## src/rtl/vis_pkg.sv

```systemverilog
// Shared definitions for the visibility stream buffer: read FSM states,
// the default component width and {imag, real} word packing helpers.
package vis_pkg;

  localparam int VIS_WIDTH = 7;

  typedef enum logic [1:0] {
    RD_IDLE   = 2'd0,
    RD_FETCH  = 2'd1,
    RD_STREAM = 2'd2
  } rd_state_t;

  function automatic logic [2*VIS_WIDTH-1:0] pack_vis(
    input logic signed [VIS_WIDTH-1:0] re,
    input logic signed [VIS_WIDTH-1:0] im
  );
    return {im, re};
  endfunction

  function automatic logic signed [VIS_WIDTH-1:0] unpack_re(
    input logic [2*VIS_WIDTH-1:0] word
  );
    return word[VIS_WIDTH-1:0];
  endfunction

  function automatic logic signed [VIS_WIDTH-1:0] unpack_im(
    input logic [2*VIS_WIDTH-1:0] word
  );
    return word[2*VIS_WIDTH-1:VIS_WIDTH];
  endfunction

endpackage

```

## src/rtl/vis_skid_buffer.sv

```systemverilog
// Two-entry output register slice carrying data and last. Outputs come straight
// from flops, so m_valid never depends combinationally on m_ready.
module vis_skid_buffer #(
  parameter int DW = 14
) (
  input  logic          clock,
  input  logic          reset_n,
  input  logic          s_valid,
  input  logic [DW-1:0] s_data,
  input  logic          s_last,
  output logic          s_ready,
  output logic          m_valid,
  input  logic          m_ready,
  output logic [DW-1:0] m_data,
  output logic          m_last
);

  logic          skid_vld;
  logic [DW-1:0] skid_data;
  logic          skid_last;
  logic          pop;

  assign pop     = m_valid && m_ready;
  assign s_ready = !skid_vld;

  always_ff @(posedge clock or negedge reset_n) begin
    if (!reset_n) begin
      m_valid   <= 1'b0;
      m_data    <= '0;
      m_last    <= 1'b0;
      skid_vld  <= 1'b0;
      skid_data <= '0;
      skid_last <= 1'b0;
    end else if (!m_valid || pop) begin
      // Head is free this edge: refill from the skid entry first to keep order.
      if (skid_vld) begin
        m_valid  <= 1'b1;
        m_data   <= skid_data;
        m_last   <= skid_last;
        skid_vld <= s_valid;
        if (s_valid) begin
          skid_data <= s_data;
          skid_last <= s_last;
        end
      end else begin
        m_valid <= s_valid;
        if (s_valid) begin
          m_data <= s_data;
          m_last <= s_last;
        end
      end
    end else if (s_valid) begin
      skid_vld  <= 1'b1;
      skid_data <= s_data;
      skid_last <= s_last;
    end
  end

endmodule

```

## src/rtl/vis_stream_buffer.sv

```systemverilog
// Ping-pong capture of accumulator bursts and in-order replay on an AXI4-Stream
// master; a burst arriving with no free bank is dropped whole and flagged.
module vis_stream_buffer
  import vis_pkg::*;
#(
  parameter int WIDTH = VIS_WIDTH,
  parameter int PSUMS = 3
) (
  input  logic                    clock,
  input  logic                    reset_n,
  input  logic                    frame_i,
  input  logic                    valid_i,
  input  logic                    first_i,
  input  logic                    last_i,
  input  logic signed [WIDTH-1:0] rdata_i,
  input  logic signed [WIDTH-1:0] idata_i,
  output logic                    m_tvalid,
  input  logic                    m_tready,
  output logic                    m_tlast,
  output logic [2*WIDTH-1:0]      m_tdata,
  output logic                    drop_o
);

  localparam int ABITS = $clog2(PSUMS + 1);
  localparam int DEPTH = 2 * PSUMS;
  localparam int MBITS = (DEPTH > 1) ? $clog2(DEPTH) : 1;
  localparam logic [ABITS-1:0] FULL_LEN = ABITS'(PSUMS);
  localparam logic [ABITS-1:0] ONE      = ABITS'(1);

  function automatic logic [MBITS-1:0] mem_addr(
    input logic             bank,
    input logic [ABITS-1:0] a
  );
    return bank ? MBITS'(PSUMS + int'(a)) : MBITS'(a);
  endfunction

  // Reset asserts asynchronously and releases on a clock edge.
  logic [1:0] rst_sync;
  logic       rst_n;

  always_ff @(posedge clock or negedge reset_n) begin
    if (!reset_n) rst_sync <= 2'b00;
    else          rst_sync <= {rst_sync[0], 1'b1};
  end

  assign rst_n = rst_sync[1];

  logic [1:0]       full;
  logic [ABITS-1:0] len_q [2];
  logic             wr_bank;
  logic             wr_open;
  logic             wr_drop;
  logic [ABITS-1:0] wr_addr;

  logic             word_in;
  logic             start;
  logic             start_ok;
  logic             wr_en;
  logic             commit;
  logic [ABITS-1:0] wr_slot;
  logic [ABITS-1:0] wr_len;
  logic [1:0]       wr_sel;

  always_comb begin
    word_in  = frame_i && valid_i;
    start    = word_in && first_i;
    start_ok = start && !full[wr_bank];
    wr_slot  = start ? '0 : wr_addr;
    // Words past the bank depth are discarded rather than wrapped.
    wr_en    = (start_ok || (word_in && !first_i && wr_open)) && (wr_slot < FULL_LEN);
    commit   = word_in && last_i && (start_ok || (!first_i && wr_open));
    wr_len   = wr_en ? wr_slot + ONE : wr_slot;
    wr_sel   = {wr_bank, !wr_bank};
  end

  always_ff @(posedge clock or negedge rst_n) begin
    if (!rst_n) begin
      wr_bank  <= 1'b0;
      wr_open  <= 1'b0;
      wr_drop  <= 1'b0;
      wr_addr  <= '0;
      drop_o   <= 1'b0;
      len_q[0] <= '0;
      len_q[1] <= '0;
    end else begin
      drop_o <= start && full[wr_bank];
      if (!frame_i) begin
        wr_open <= 1'b0;
        wr_drop <= 1'b0;
      end else if (start) begin
        wr_open <= !full[wr_bank] && !last_i;
        wr_drop <= full[wr_bank] && !last_i;
        wr_addr <= wr_len;
      end else if (valid_i) begin
        if (wr_open) begin
          wr_addr <= wr_len;
          if (last_i) wr_open <= 1'b0;
        end
        if (wr_drop && last_i) wr_drop <= 1'b0;
      end
      if (commit) begin
        len_q[wr_bank] <= wr_len;
        wr_bank        <= !wr_bank;
      end
    end
  end

  logic [2*WIDTH-1:0] mem [DEPTH];

  always_ff @(posedge clock) begin
    if (wr_en) mem[mem_addr(wr_bank, wr_slot)] <= pack_vis(rdata_i, idata_i);
  end

  rd_state_t          rd_state;
  logic               rd_bank;
  logic [ABITS-1:0]   rd_addr;
  logic               vld_p1;
  logic               last_p1;
  logic [2*WIDTH-1:0] data_p1;

  logic               sk_ready;
  logic               pop;
  logic               release_bank;
  logic               issue;
  logic               other_full;
  logic [2:0]         occ;
  logic [1:0]         rd_sel;

  always_comb begin
    pop          = m_tvalid && m_tready;
    release_bank = pop && m_tlast;
    // Slots already claimed in the slice: head, skid entry and the RAM read in flight.
    occ          = 3'(m_tvalid) + 3'(!sk_ready) + 3'(vld_p1);
    issue        = (rd_state != RD_IDLE) && (rd_addr < len_q[rd_bank]) &&
                   (occ < 3'd2 + 3'(pop));
    other_full   = full[!rd_bank] || (commit && (wr_bank != rd_bank));
    rd_sel       = {rd_bank, !rd_bank};
  end

  always_ff @(posedge clock or negedge rst_n) begin
    if (!rst_n) full <= 2'b00;
    else        full <= (full | (commit ? wr_sel : 2'b00)) & ~(release_bank ? rd_sel : 2'b00);
  end

  // Stage p1: registered RAM read, valid and last travel with the word.
  always_ff @(posedge clock or negedge rst_n) begin
    if (!rst_n) begin
      rd_state <= RD_IDLE;
      rd_bank  <= 1'b0;
      rd_addr  <= '0;
      vld_p1   <= 1'b0;
      last_p1  <= 1'b0;
    end else begin
      vld_p1 <= issue;
      if (issue) begin
        last_p1 <= (rd_addr == len_q[rd_bank] - ONE);
        rd_addr <= rd_addr + ONE;
      end
      case (rd_state)
        RD_IDLE:   if (full[rd_bank]) rd_state <= RD_FETCH;
        RD_FETCH:  if (issue) rd_state <= RD_STREAM;
        RD_STREAM: begin
          if (release_bank) begin
            rd_bank  <= !rd_bank;
            rd_addr  <= '0;
            rd_state <= other_full ? RD_FETCH : RD_IDLE;
          end
        end
        default:   rd_state <= RD_IDLE;
      endcase
    end
  end

  always_ff @(posedge clock) begin
    if (issue) data_p1 <= mem[mem_addr(rd_bank, rd_addr)];
  end

  // Stage p2: output slice toward the readout.
  vis_skid_buffer #(
    .DW (2*WIDTH)
  ) u_skid (
    .clock   (clock),
    .reset_n (rst_n),
    .s_valid (vld_p1),
    .s_data  (data_p1),
    .s_last  (last_p1),
    .s_ready (sk_ready),
    .m_valid (m_tvalid),
    .m_ready (m_tready),
    .m_data  (m_tdata),
    .m_last  (m_tlast)
  );

endmodule

```

## config.mk

```make
export PLATFORM = sky130hd
export DESIGN_NAME = vis_stream_buffer
export DESIGN_NICKNAME = d
export VERILOG_FILES = /design/src/rtl/vis_pkg.sv /design/src/rtl/vis_skid_buffer.sv /design/src/rtl/vis_stream_buffer.sv
export SDC_FILE = /design/constraint.sdc
export NUM_CORES = 1
export LEC_CHECK = 0
export ABC_AREA = 1
export CAP_MARGIN = 40
export CORE_AREA = 5 5 133 135
export CTS_CLUSTER_SIZE = 8
export DETAILED_ROUTE_END_ITERATION = 10
export DIE_AREA = 0 0 138 140
export PLACE_DENSITY_LB_ADDON = 0.25
export SYNTH_ARGS = -nofsm -noshare
export SYNTH_HDL_FRONTEND = slang
export SYNTH_HIERARCHICAL = 1
export SYNTH_SLANG_ARGS = --single-unit
```

## constraint.sdc

```tcl
create_clock -name clock -period 1.6 [get_ports clock]
set_input_delay 0.32 -clock clock [delete_from_list [all_inputs] [get_ports clock]]
set_output_delay 0.32 -clock clock [all_outputs]
set_load 0.03 [all_outputs]
```

[Word-level counts from Yosys, hierarchy flattened]
Memories as Yosys holds them, arrays and structs flattened. A register that Yosys moved wholly into a read port is not among the register bits.
Cells that the tools add are included.
Storage, ports and cells
  input port bits: 21
  bits in registers: 52
  word-level logic and storage cells: 138
  memories kept: 1
  output and inout bits: 17
  RAM bits: 84
Cells by class
  add/subtract/negate cells: 8
  eq/ne operators: 9
  multiplexer cells: 50
  reductions and logical operators: 37
  magnitude comparators: 9
  bitwise operators: 5
Memory list
  mem: depth 6, width 14, rd ports 1, clocked after memory_dff 1, wr ports 1, RTL line vis_stream_buffer.sv:108  | logic [2*WIDTH-1:0] mem [DEPTH];
Operators with widths (count)
  $mux W14: 5
  $mux W2: 17
  $mux W1: 23
  $logic_and A1 B1 Y1: 17
  $reduce_bool A2 Y1: 5
  $add A2 B2 Y3 const A: 2
  $logic_not A1 Y1: 6
  $lt A1 B2 Y1 const B: 3
  $mux W3: 2
  $ne A2 B2 Y1 const B: 3
  $pmux W2 S3: 1
  $reduce_and A3 Y1: 2
  $add A2 B1 Y2 const B: 2
  $bwmux W4: 1
  $ge A2 B2 Y1 const B: 2
  $logic_or A1 B1 Y1: 4
  $not A1 Y2: 2
  $reduce_and A2 Y1: 2
  $add A2 B1 Y3: 1
  $add A2 B1 Y3 const A: 1
  $lt A3 B3 Y1: 1
  $ne A3 B1 Y1 const B: 1
  $add A1 B1 Y2: 1
  $and A2 B2 Y2: 1
  13 further kinds: 13

[Longest topological paths before layout]
  word-level depth: 11
  mapped depth: 12
  mapped depth without buffers: 10

[Modules after synthesis]
Netlist, hierarchy kept.
Modules (own cells, without submodules)
  vis_stream_buffer: instances 1, area an instance 5223.8 um^2, cells an instance 500, seq. area each 3443.3 um^2
  vis_skid_buffer: instances 1, area an instance 1505.2 um^2, cells an instance 188, seq. area each 800.8 um^2

[Worst setup path before layout]
No wires, ideal clock.
  path kind: register to register
  start: register u_skid.m_valid
  end: register data_p1[0] (read register of mem) (enable)
  required time: 1210 ps
  setup time: 390 ps
  stages on the path, launching flop included: 7
  data arrival time: 2231 ps
  period minus slack after synthesis: 2621 ps
  path slack: -1021 ps
  path buffers: 0
  path through: dfrtp_1 > inv_1 > fa_1 > inv_1 > o21ai_0 > inv_1 > nor2_1
Between the ends
  word-level cells in the longest chain between the ends: 4
  elaborated cells on any way between the ends: 6
  classes of those cells: add/sub (3); order compare (1); reduce/logical (2)
RTL lines
  from (decl): RTL line vis_skid_buffer.sv:12  | output logic m_valid,
  from (signal assigned): RTL line vis_skid_buffer.sv:46  | m_valid <= s_valid;
  $add A1 B1 Y2 or $logic_and A1 B1 Y1 (tied branches): RTL line vis_stream_buffer.sv:133, vis_stream_buffer.sv:130
  $add A2 B1 Y3 (on tied branches): RTL line vis_stream_buffer.sv:133, vis_stream_buffer.sv:135
  $lt A3 B3 Y1 *: RTL line vis_stream_buffer.sv:135  | (occ < 3'd2 + 3'(pop));
  $logic_and A1 B1 Y1 *: RTL line vis_stream_buffer.sv:134  | issue = (rd_state != RD_IDLE) && (rd_addr < len_q[rd_bank]) &&
  named net issue: RTL line vis_stream_buffer.sv:124  | logic issue;
  to (decl): RTL line vis_stream_buffer.sv:119  | logic [2*WIDTH-1:0] data_p1;
Mark *: on every way through the listed nets, which the timed path passes. The rest lies on a longest branch.
A chain may end at the register's enable or synchronous reset.

[Worst setup path after layout]
  start: register u_skid.m_valid
  end: register data_p1[11] (read register of mem) (enable)
The elaborated chain is that of the path after synthesis.

==> results.md <==
* Setup WS post-layout at -0.152 ns
* Final hold slack at 0.0570 ns
* Number of instances in the synthesized netlist at 688
* Period Utilization, post-route at 109%
* Data arrival time of the worst path at between 1.5 and 2 ns
* Global route total overflow at 0
* Max-slew violations at 0
* Count of warnings emitted by yosys at 6
* Clock edge transition at the registers on the reported setup and hold paths at 0.06 ns
* Design Area, Final at 9200 um^2
* Final Critical Period at approximately 1.8 ns
* Count of endpoints failing setup in the final report at between 100 and 150
* DPL Wire Length at 9130 um
* Timing-limited maximum frequency at 571 MHz
* Max-cap violations at 0
* Part of the power in registers at around a third
* All-layer global routing usage at 15.6%
* Worst Setup Start Kind: flip-flop
* Fraction of final layout cells with drive strength greater than 1 at between 20 and 30%
* Start-to-end type of the worst setup path: flip-flop to flip-flop
* Status: finished, violations left
* Peak fanout along the critical path at 18
* Clock Skews at 0.0146 ns
* Total of hold buffers inserted after clock tree synthesis at 0
* Utilization after layout at 56.3%
* Net total in the final layout at between 800 and 900
* Layout area overhead at 36.7%
* Endpoints failing hold at 0
* CTS buffer count at 17
* Number of fillers in the final layout at 1401
* Seq cells post-synth at 150
* Power share of the clock group at 25.8%
* Avg Vias per Cell at 4.69
* Peak ir drop on the vdd network at 833 uV
* Required time worst endpoint at 1.72 ns
* Pre-CTS setup slack at -0.691 ns
* Initial Util at 41.2%
* Total iterations of the first detailed-routing run at 5
* Failing checks: negative setup slack
* CTS root buf: sky130_fd_sc_hd__clkbuf_16
* Io pins at 38
* Detailed-route via count at 4840
* Number of placement rows at 47
* Register area at 4250 um^2
* Most common cell after layout, fill and taps aside: sky130_fd_sc_hd__nand2_1
* Count of buffers from port buffering at 37
* Max Buffers Root-to-Sink at 2
* Worst-skew pair later-pin latency at about 0.42 ns
* Setup crit start: u_skid/m_valid
* Relative contribution of combinational cells to total power at 40.9%
* Post-placement cell area at 7830 um^2
* DRC violation count after routing at 0
* Async S/R FF share, synth at 34.7%
* Static Leakage at 4.17 nW
* Routed wirelength normalized by instance count at 14.3 um
* Number of antenna violations at the first check in global routing at 0
* Most instantiated flip-flop cell in the synthesis netlist: sky130_fd_sc_hd__edfxtp_1
* Proportion of synthesized chip area in sequential cells at about 63%
* Initial drt markers at 325
* Synthesized area per cell at 9.78 um^2
* Antenna diodes at 0
* Pin count of the biggest net entering global routing at 33
* Clock tree from TritonCTS: yes
* Multi-input gate area in the final layout at between 2000 and 2500 um^2
* Net Count, Synth at 715
* Switching power of the nets at 0.00553 W
* Power density of the placed cells at 1670 nW/um^2
* ANT nets after route at 0
* Worst reg2reg startpoint: u_skid/m_valid
* Weighted congestion at the end of routability-driven global placement at 0.797
* Area of the die at 19300 um^2
* Path category of the worst min-delay check: input port to asynchronous set/reset pin
* Kind of capture point of the worst setup path: flip-flop
* Worst reg2reg setup slack at -0.15 ns
* DIE WIDTH at between 100 and 150 um
* Most frequent cells in the layout: sky130_fd_sc_hd__nand2_1, sky130_fd_sc_hd__edfxtp_1, sky130_fd_sc_hd__inv_1
* RSZ-0062 raised after global routing: yes
* Sum of negative setup slack at -12.16 ns
* Die Ht at approximately 140 um
* Combined area of all synthesized cells at 6730 um^2
* Count of unique library cells instantiated by Yosys at 33
* Number of global-route vias before repair at 4697
* Internal power at 0.00984 W
* First-pass GRT wire length at around 24000 um
* Net switching share of the total power at 36.0%
* EDFF count, synth at 98
* Total Wirelength at 14700 um
* Core region area at 16300 um^2
* Clk sink count at 150
* Depth of the CTS H-tree at 4
-- logic make-up (layout without fill, tap and decap cells) --
kind of cell             after synthesis  in the layout  synth area share [%]
AO/OA/AOI/OAI                         29             29                  3.16
buffers and inverters                110            233                  7.68
other                                  1              1                0.0557
flip-flops                           150            150                  63.1
adder cells (fa/ha/maj)                6              6                  1.23
AND/OR/NAND/NOR                      391            391                  24.7
XOR/XNOR                               1              1                 0.130
-- critical path, stage by stage, from the launching register on --
cell,delay [ns]
sky130_fd_sc_hd__dfrtp_2,0.37
sky130_fd_sc_hd__inv_2,0.04
sky130_fd_sc_hd__fa_1,0.52
sky130_fd_sc_hd__inv_1,0.05
sky130_fd_sc_hd__o21ai_2,0.14
sky130_fd_sc_hd__inv_2,0.06
sky130_fd_sc_hd__nor2_4,0.12
sky130_fd_sc_hd__buf_12,0.16
-- flip-flops by register name, indices dropped and copies added, names as in the netlist, 2 cells and up --
name and flops:
mem 84, data_p1 14, u_skid/m_data 14, u_skid/skid_data 14
len_q 4, full 2, rd_addr 2, rd_state 2
rst_sync 2, wr_addr 2
-- metal layers --
metal | vias up | GRT usage [%] | part of all wire, %
met5 | - | 0 | 0
met4 | 0 | 5.30 | 1.2
met3 | 14 | 3.44 | 4.5
met2 | 116 | 26.4 | 51
met1 | 2283 | 20.0 | 43
li1 | 2427 | - | -
-- synth_stat cells, types with 4 or more instances --
cell type                  count  area (um^2)
sky130_fd_sc_hd__buf_2         6         30.0
sky130_fd_sc_hd__or2_1         7         43.8
sky130_fd_sc_hd__o21ai_0       8         40.0
sky130_fd_sc_hd__nand2_4       4         45.0
sky130_fd_sc_hd__buf_6         8         90.1
sky130_fd_sc_hd__inv_2         4         15.0
sky130_fd_sc_hd__buf_4         9         67.6
sky130_fd_sc_hd__nand3_1      58          290
sky130_fd_sc_hd__nand4_1       6         37.5
sky130_fd_sc_hd__or2_0         5         31.3
sky130_fd_sc_hd__o211ai_1     15          113
sky130_fd_sc_hd__nor2_1       22         82.6
sky130_fd_sc_hd__dfrtp_1      52         1300
sky130_fd_sc_hd__nand2_1     279         1050
sky130_fd_sc_hd__inv_1        81          304
sky130_fd_sc_hd__edfxtp_1     98         2940
sky130_fd_sc_hd__ha_1          5         62.6
-- timing repair --
action / 4_1_cts / 5_1_grt
pin swaps: 32 / 18
gates resized for setup: 107 / 37
endpoints found under the setup margin: 135 / 119
cloned: 9 / 2
setup buffers: 21 / 5
-- power groups by stage --
| stage | clock network, W | logic [W] | registers, W |
|---|---|---|---|
| 2_1_floorplan | 0 | 0.00281 | 0.00550 |
| 3_3_place_gp | 0 | 0.00448 | 0.00516 |
| 3_5_place_dp | 0 | 0.00458 | 0.00518 |
| 4_1_cts | 0.00402 | 0.00599 | 0.00510 |
| 5_1_grt | 0.00420 | 0.00688 | 0.00517 |
| 6_report | 0.00397 | 0.00629 | 0.00510 |
-- metrics by stage --
step                      power [W]  cells
final                        0.0154   1031
after floorplan             0.00831    688
after global routing         0.0163   1031
after CTS                    0.0151   1027
after detailed placement    0.00977    966
after global placement      0.00963    966
-- worst paths after layout --
| kind | to | depth (start not counted) |
|---|---|---|
| worst max-delay path | data_p1[11] | 7 |
| max in group asynchronous | rd_state[1] | 1 |
| worst min-delay path | rst_sync[1] | 1 |
| worst max register to register | data_p1[11] | 7 |
| worst min register to register | u_skid/m_data[8] | 0 |
| min in group clock | rst_sync[1] | 0 |
-- area by class of cell --
type / instances / area share, %
Sequential cell: 150 / 46.2
Multi-Input combinational cell: 428 / 26.1
Timing Repair Buffer: 114 / 14.4
Clock buffer: 18 / 4.67
Inverter: 86 / 3.70
Tap cell: 220 / 2.99
Clock inverter: 14 / 1.84
Timing Repair inverter: 1 / 0.0680
Note: power is estimated with default switching activity, not from simulation.
